===== src/rtl/edge_det_pkg.sv =====
// Shared types and helpers for the edge detector bank.
package edge_det_pkg;

  // Per-channel edge selection, encoded as the 2-bit field in the mode bus.
  typedef enum logic [1:0] {
    EDGE_OFF  = 2'b00,
    EDGE_RISE = 2'b01,
    EDGE_FALL = 2'b10,
    EDGE_BOTH = 2'b11
  } edge_mode_t;

  // True when the filtered level moving from old_lvl to new_lvl is an edge
  // the channel has been asked to report.
  function automatic logic edge_qualifies(input edge_mode_t mode,
                                          input logic       old_lvl,
                                          input logic       new_lvl);
    logic w_q;
    w_q = 1'b0;
    case (mode)
      EDGE_RISE: w_q = ~old_lvl &  new_lvl;
      EDGE_FALL: w_q =  old_lvl & ~new_lvl;
      EDGE_BOTH: w_q =  old_lvl ^  new_lvl;
      default:   w_q = 1'b0;
    endcase
    return w_q;
  endfunction

endpackage


===== src/rtl/edge_det_channel.sv =====
// One channel: synchroniser, glitch filter, edge classifier and sticky flag.
// There is no valid/ready handshake anywhere in this block: every input is
// sampled on every rising clk edge and every output is a plain level or a
// one-cycle pulse.
module edge_det_channel
  import edge_det_pkg::*;
#(
  parameter int SYNC_STAGES = 2,
  parameter int FILT_W      = 4
) (
  input  logic              clk,
  input  logic              resetn,
  input  logic              data_in,
  input  edge_mode_t        mode,
  input  logic [FILT_W-1:0] filt_len,
  input  logic              clr,
  output logic              level_out,
  output logic              pulse_out,
  output logic              sticky
);

  logic              w_s;
  logic              w_lvl_nxt;
  logic [FILT_W-1:0] w_cnt_nxt;
  logic              w_hit;

  logic              r_lvl;
  logic [FILT_W-1:0] r_cnt;
  logic              r_pulse;
  logic              r_sticky;

  generate
    if (SYNC_STAGES == 0) begin : g_no_sync
      // Input already lives in the clk domain.
      assign w_s = data_in;
    end else begin : g_sync
      logic [SYNC_STAGES-1:0] r_sync;

      // Synchroniser shift chain; reset clears it so a stale level is not seen.
      always_ff @(posedge clk) begin
        if (!resetn) begin
          r_sync <= '0;
        end else begin
          r_sync[0] <= data_in;
          for (int k = 1; k < SYNC_STAGES; k++) begin
            r_sync[k] <= r_sync[k-1];
          end
        end
      end

      assign w_s = r_sync[SYNC_STAGES-1];
    end
  endgenerate

  // Filter next state: accept a new level once it has differed for
  // filt_len+1 consecutive samples. The >= compare lets a shortened
  // filt_len accept a count that is already past it.
  always_comb begin
    w_lvl_nxt = r_lvl;
    w_cnt_nxt = r_cnt;
    if (w_s == r_lvl) begin
      w_cnt_nxt = '0;
    end else if (r_cnt >= filt_len) begin
      w_lvl_nxt = w_s;
      w_cnt_nxt = '0;
    end else begin
      w_cnt_nxt = r_cnt + FILT_W'(1);
    end
  end

  // Edge is judged on the filtered level update, never on the raw input.
  assign w_hit = edge_qualifies(mode, r_lvl, w_lvl_nxt);

  // Level, count, pulse and sticky registers; a qualifying edge beats clr.
  always_ff @(posedge clk) begin
    if (!resetn) begin
      r_lvl    <= 1'b0;
      r_cnt    <= '0;
      r_pulse  <= 1'b0;
      r_sticky <= 1'b0;
    end else begin
      r_lvl    <= w_lvl_nxt;
      r_cnt    <= w_cnt_nxt;
      r_pulse  <= w_hit;
      r_sticky <= w_hit | (r_sticky & ~clr);
    end
  end

  assign level_out = r_lvl;
  assign pulse_out = r_pulse;
  assign sticky    = r_sticky;

endmodule


===== src/rtl/edge_detector_bank.sv =====
// WIDTH independent edge detector channels with a combined interrupt.
module edge_detector_bank
  import edge_det_pkg::*;
#(
  parameter int WIDTH       = 8,
  parameter int SYNC_STAGES = 2,
  parameter int FILT_W      = 4
) (
  input  logic                 clk,
  input  logic                 resetn,
  input  logic [WIDTH-1:0]     data_in,
  input  logic [2*WIDTH-1:0]   mode,
  input  logic [FILT_W-1:0]    filt_len,
  input  logic [WIDTH-1:0]     clr,
  output logic [WIDTH-1:0]     level_out,
  output logic [WIDTH-1:0]     pulse_out,
  output logic [WIDTH-1:0]     sticky,
  output logic                 irq
);

  logic [WIDTH-1:0] w_sticky;

  generate
    for (genvar i = 0; i < WIDTH; i++) begin : g_ch
      edge_det_channel #(
        .SYNC_STAGES (SYNC_STAGES),
        .FILT_W      (FILT_W)
      ) u_ch (
        .clk       (clk),
        .resetn    (resetn),
        .data_in   (data_in[i]),
        .mode      (edge_mode_t'(mode[2*i +: 2])),
        .filt_len  (filt_len),
        .clr       (clr[i]),
        .level_out (level_out[i]),
        .pulse_out (pulse_out[i]),
        .sticky    (w_sticky[i])
      );
    end
  endgenerate

  assign sticky = w_sticky;

  // Interrupt is a pure OR of registered sticky bits, so it is glitch-free.
  always_comb begin
    irq = |w_sticky;
  end

endmodule


===== config.mk =====
export PLATFORM = sky130hd
export DESIGN_NAME = edge_detector_bank
export DESIGN_NICKNAME = d
export VERILOG_FILES = /design/src/rtl/edge_det_pkg.sv /design/src/rtl/edge_det_channel.sv /design/src/rtl/edge_detector_bank.sv
export SDC_FILE = /design/constraint.sdc
export NUM_CORES = 1
export LEC_CHECK = 0
export BUFFER_PORTS_ARGS = -buffer_cell sky130_fd_sc_hd__buf_2
export CORE_ASPECT_RATIO = 0.8
export CORE_MARGIN = 2
export CORE_UTILIZATION = 53
export CTS_BUF_LIST = sky130_fd_sc_hd__clkbuf_8
export CTS_CLUSTER_DIAMETER = 30
export DETAILED_ROUTE_END_ITERATION = 6
export GPL_TIMING_DRIVEN = 0
export PLACE_DENSITY = 0.77
export SYNTH_ARGS = -nofsm -noshare
export SYNTH_HDL_FRONTEND = slang
export SYNTH_SLANG_ARGS = --single-unit

===== constraint.sdc =====
create_clock -name clk -period 2.9 [get_ports clk]
set_clock_uncertainty 0.1 [all_clocks]
set_input_delay 0.58 -clock clk [delete_from_list [all_inputs] [get_ports clk]]
set_output_delay 0.58 -clock clk [all_outputs]
set_load 0.05 [all_outputs]

### After elaboration in Yosys (flattened, before gate mapping)

Cells that the tools add are included.
W data, S select, Z words.

* equality and inequality tests: 32
* reductions and logical operators: 9
* bitwise operators: 65
* add/subtract/negate cells: 8
* divide/modulo/power cells: 0
* multiplexer cells: 24
* multiply operators: 0
* shift operators: 0
* order comparisons: 8

Operator list (count)
* $add A4 B1 Y4 const B: 8
* $eq A2 B2 Y1 const B: 16
* $ge A4 B4 Y1: 8
* $not A1 Y1: 25
* $and A1 B1 Y1: 24
* $pmux W1 S3: 8
* $reduce_or A3 Y1: 8
* $eq A2 B1 Y1 const B: 8
* $mux W1: 16
* $eq A1 B1 Y1: 8
* $or A1 B1 Y1: 8
* $reduce_or A8 Y1: 1
* $xor A1 B1 Y1: 8

* bits in registers: 72
* ROM bits: 0
* input bits: 38
* RAM bits: 0
* output and inout port bits: 25
* bits in latches: 0
* memories kept: 0
* word-level logic and storage cells: 186

### Depth between registers and ports, before layout

* word-level depth: 7
* gate-level depth with buffers: 11
* mapped depth without buffers: 11

### Cells and area by module

Synthesis repeated with hierarchy kept, for this count alone.

* cell total of the unflattened synthesis: 411
* area total of the unflattened synthesis: 3975.1 um^2

Modules (own cells, without submodules)
* edge_det_channel (g_ch[3].u_ch ...): times used 4, area each 498.0 um^2, cells each 52
* edge_det_channel (g_ch[0].u_ch ...): times used 4, area each 491.7 um^2, cells each 50
* edge_detector_bank: times used 1, area each 16.3 um^2, cells each 3

### Worst setup path before layout

No wires, ideal clock.

* path kind: input -> register
* start point: input port filt_len[1]
* end point: register g_ch[0].u_ch.r_sticky
* cell stages on the path: 9
* setup time: 60 ps
* required time: 2740 ps
* arrival: 2753 ps
* path slack: -13 ps
* cells stage by stage: inv_1 ha_1 a2111oi_4 nor2_2 mux2_4 ha_1 a2111oi_0 o21bai_1 a41o_1

* longest elaborated chain between the ends: 7

RTL lines
* start, declared: line edge_detector_bank.sv:13 `input logic [FILT_W-1:0] filt_len,`
* $ge A4 B4 Y1 *: line edge_det_channel.sv:63 `end else if (r_cnt >= filt_len) begin`
* $mux W1 *: line edge_det_channel.sv:63
* $mux W1 *: line edge_det_channel.sv:61 `if (w_s == r_lvl) begin`
* $not A1 Y1: line edge_det_pkg.sv:21 `EDGE_FALL: w_q = old_lvl & ~new_lvl;`
* $and A1 B1 Y1: line edge_det_pkg.sv:21
* $pmux W1 S3 *: line edge_det_pkg.sv:19 `case (mode)`
* $or A1 B1 Y1 *: line edge_det_channel.sv:85 `r_sticky <= w_hit | (r_sticky & ~clr);`
* end signal, assigned: line edge_det_channel.sv:85
* end, declared: line edge_det_channel.sv:30 `logic r_sticky;`

Every way passes the cells marked *; elsewhere a longest branch is shown, timed or not.
A chain may end at the register's enable or synchronous reset.

### Final worst setup path

* start point: input port filt_len[1]
* end point: register g_ch[6].u_ch.r_sticky

* longest elaborated chain between the ends: 7

RTL lines (line)
* $ge A4 B4 Y1 *: edge_det_channel.sv:63
* $mux W1 *: edge_det_channel.sv:63
* $mux W1 *: edge_det_channel.sv:61
* $not A1 Y1: edge_det_pkg.sv:21
* $and A1 B1 Y1: edge_det_pkg.sv:21
* $pmux W1 S3 *: edge_det_pkg.sv:19
* $or A1 B1 Y1 *: edge_det_channel.sv:85
* end signal, assigned: edge_det_channel.sv:85
* end, declared: edge_det_channel.sv:30

Marked as above.

==> results.yml <==
layout:
  stdcell_count: 577
  drive_above_1_share_pct: 27.9
  diodes: 0
  fin_nets: 568
  syn_to_final_growth_pct: 17.5
  fillers: 602
  design_area_sq_mm: 0.00470
floorplanning:
  start_util_pct: 54.4
  die-area_sq_mm: 0.00826
  num_io_pins: 63
  chipHeight_microns: 81.7
  core-area_sq_mm: 0.00736
  num_rows: 28
  die_w_microns: 101
cts:
  clock-sinks: 72
  cts.path.max_buffers: 2
  cts_buffers: 9
  root_buffer: "clkbuf_8"
  cts_tree: "built"
  htree_levels: 3
  clk_latency_ns: 0.35
  clkTransAtPathRegs_ns: 0.08
worst_setup_path:
  timing_worst_setup_path_type: "in -> reg"
  crit_chain: "buf_2 > clkinvlp_4 > buf_12 > ha_1 > a2111oi_4 > nor2_2 > mux2_4 > ha_1 > nand2_1 > o211a_1 > a21o_1 > a32o_1"
  slowest_stage: "a2111oi_4"
  cp.required_ns: 3.04
  cp_common_cell: "ha_1"
  reg2reg_depth: 11
  r2r_slack_ns: 0.13
  start_kind: "primary input"
  cp-startpoint: "filt_len[1]"
  arrival_ns: 2.99
  critPathMaxStageDelay_ns: 0.36
  crit_path_end_kind: "flip-flop"
  r2r-start: "g_ch[4].u_ch.r_cnt[0]"
  rr_endpoint: "g_ch[4].u_ch.sticky"
  worst-path-max-fanout: 5
sta:
  rsz0062_at_grt: "yes"
  fin_crit_sh_pct: 98.2
  max_slew_margin_pct: 56.6
  tightest_slew_ns: 0.652
  timing.final.crit_period_ns: 2.85
  finalSetupTns_ns: 0
  final-setup-viol-count: 0
  max_freq_mhz: 351
  hold_viol_final: 0
  drv_slew: 0
synth:
  ys_seq_elements: 72
  synthMuxAreaShare_pct: 4.82
  synthAdderAreaFrac_pct: 15.0
  yosys_warnings: 0
  synth_ff_type: "dfxtp_1"
  synth_top_area_cell: "dfxtp_1"
  synth_top_family_by_area: "simple AND/OR/NAND/NOR gates"
  synth_fp_nets: 494
  synthTopCellsByArea: "dfxtp_1 36%, ha_1 15%, buf_4 4.5%"
  async_flop_share_pct: 0
  yosys.area_share.simple_pct: 15.2
  yosysSeqAreaShare_pct: 36.0
  synth_top_area_share_pct: 36.0
  netlist_instances: 408
  avgSynthCellArea_sq_um: 9.80
  synth_compound_area_share_pct: 15.0
  synth_edf_count: 0
  synth_area_sq_mm: 0.00400
  yosysUniqueCellTypes: 41
  synth_xor_area_share_pct: 5.25
detailed_routing:
  drtAntennaViolNets: 0
  route.detailed.drc: 0
  drt_iter0_markers: 96
  drt_wl_total_mm: 7.92
  num_vias: 2964
  wl_per_cell_microns: 13.7
  first_pass_iters: 4
  viasPerCell: 5.14
global_route:
  grt-ovfl-total: 0
  grt_max_degree: 14
  antenna_found_initial: 0
  grt_usage_pct: 19.9
  grt_pass1_vias: 2775
  grt_pass1_wl_mm: 12.7
power_and_ir_drop:
  powerDensity_mw_per_mm2: 448
  p_leak_nw: 2.23
  ir_worst_vdd_v: 0.000271
  power_mw: 2.11
placed_design:
  io_buffers: 62
  place_inst: 560
  dpl_cell_area_sq_mm: 0.00442
  dp_hpwl_mm: 5.95
  place_congestion: 0.796
run_status:
  outcome: "complete, no violations"
hold_path:
  timing.hold.worst.class: "in -> reg"
  worstHoldEndpoint: "g_ch[0].u_ch.g_sync.r_sync[0]"
  hold_start: "data_in[0]"
  hold_depth: 2
run:
  drv_cap: 0
-- final cells by class --
| cell class | count | area, sq um | area share (%) |
|---|---|---|---|
| buffer | 30 | 204 | 4.34 |
| sequential | 72 | 1440 | 30.7 |
| clock buffer | 10 | 138 | 2.93 |
| multi-input combinational | 268 | 2250 | 47.9 |
| clock inverter | 6 | 67.6 | 1.44 |
| inverter | 38 | 150 | 3.19 |
| timing repair buffer | 63 | 333 | 7.08 |
| tap | 90 | 113 | 2.39 |
-- where the power goes --
part           total (mW)  internal [mW]  switching (mW)
sequential           1.03           1.01          0.0168
combinational       0.270          0.118           0.152
clock               0.811          0.423           0.388
total                2.11           1.55           0.557
-- worst max path at each step --
stage	slack, ns	cells after the start	end
after floorplan	0.02	9	g_ch[0].u_ch.sticky
after global placement	-0.38	10	g_ch[0].u_ch.sticky
after detailed placement	-0.46	9	g_ch[3].u_ch.sticky
after CTS	0.02	10	g_ch[0].u_ch.sticky
after global routing	-0.05	10	g_ch[0].u_ch.sticky
final	0.05	12	g_ch[6].u_ch.sticky
-- timing repair --
| action | 4_1_cts | 5_1_grt |
|---|---|---|
| gates resized for setup | 3 | 9 |
| setup buffers | 0 | 1 |
| hold buffers | 0 | 0 |
| cloned | 0 | 0 |
| endpoints found under the setup margin | 3 | 7 |
-- cell usage after synthesis (all sizes together), types with 2 or more instances --
| library cell | instances |
|---|---|
| dfxtp | 72 |
| nor2 | 44 |
| o2111ai | 2 |
| a2111oi | 8 |
| nor4 | 2 |
| mux2 | 8 |
| nand3 | 8 |
| a41o | 2 |
| o21ai | 8 |
| a211oi | 2 |
| inv | 38 |
| nand2b | 9 |
| ha | 48 |
| xnor2 | 8 |
| o211ai | 6 |
| and2 | 16 |
| clkbuf | 5 |
| nor3b | 5 |
| buf | 25 |
| o211a | 5 |
| o21a | 6 |
| o2bb2ai | 2 |
| a32o | 10 |
| xor2 | 16 |
| nand2 | 30 |
| a21o | 5 |
| nor2b | 4 |
| mux2i | 8 |
-- cells in the final DEF, fill, tap and decap left out, types with 4 or more instances in the layout --
| cell | netlist | layout |
|---|---|---|
| nor2_1 | 39 | 39 |
| inv_1 | 38 | 36 |
| clkinvlp_4 | 0 | 4 |
| ha_1 | 48 | 48 |
| o211ai_1 | 6 | 6 |
| nand3_1 | 8 | 8 |
| nand2_1 | 30 | 30 |
| buf_4 | 24 | 24 |
| mux2i_1 | 8 | 8 |
| nand2b_4 | 5 | 5 |
| nand2b_1 | 4 | 4 |
| nor3b_1 | 5 | 5 |
| xor2_1 | 16 | 16 |
| a2111oi_4 | 5 | 7 |
| o21ai_0 | 6 | 5 |
| dfxtp_1 | 72 | 70 |
| buf_2 | 1 | 62 |
| and2_1 | 16 | 16 |
| a21o_1 | 5 | 5 |
| clkbuf_1 | 5 | 5 |
| mux2_4 | 6 | 6 |
| nor2b_1 | 4 | 4 |
| o211a_1 | 5 | 5 |
| xnor2_1 | 8 | 8 |
| a32o_1 | 10 | 10 |
| nor2_2 | 5 | 5 |
| clkbuf_8 | 0 | 10 |
| o21a_1 | 6 | 6 |
-- cells by family after synthesis --
logic type	count (synthesis)
DFF	72
and+or+nand+nor	119
xor gates and xnor gates	24
AOI/OAI and AO/OA	61
adders and majority gates	48
buffers and inverters	68
muxes	16
-- flip-flops by register name, indices dropped and copies added, names as in the netlist --
signal,cells
g_ch.u_ch.sticky,8
g_ch.u_ch.g_sync.r_sync,16
g_ch.u_ch.level_out,8
g_ch.u_ch.pulse_out,8
g_ch.u_ch.r_cnt,32
-- stage by stage --
stage / worst slack (ns) / utilization, % / hold slack [ns]
2_1_floorplan: 0.0220 / - / 0.312
6_report: 0.0511 / 63.9 / 0.330
5_1_grt: -0.0500 / 63.9 / 0.312
3_5_place_dp: -0.459 / 60.1 / 0.321
3_3_place_gp: -0.383 / 60.1 / 0.316
4_1_cts: 0.0159 / 63.1 / 0.315
-- per-layer routing --
metal	track usage, %	up-vias	routed length, microns
li1	-	1524	-
met1	26.0	1369	3950
met2	32.6	61	3540
met3	5.96	10	345
met4	4.86	0	79
met5	0	-	0
-- worst max-delay path: cells and delay by family --
| family | cells | cell delay, ns |
|---|---|---|
| compound gates | 4 | 0.85 |
| fa+ha+maj | 2 | 0.61 |
| buf+inv | 3 | 0.44 |
| mux | 1 | 0.32 |
| simple gates | 2 | 0.18 |
Power figures use the tool's default switching activity.
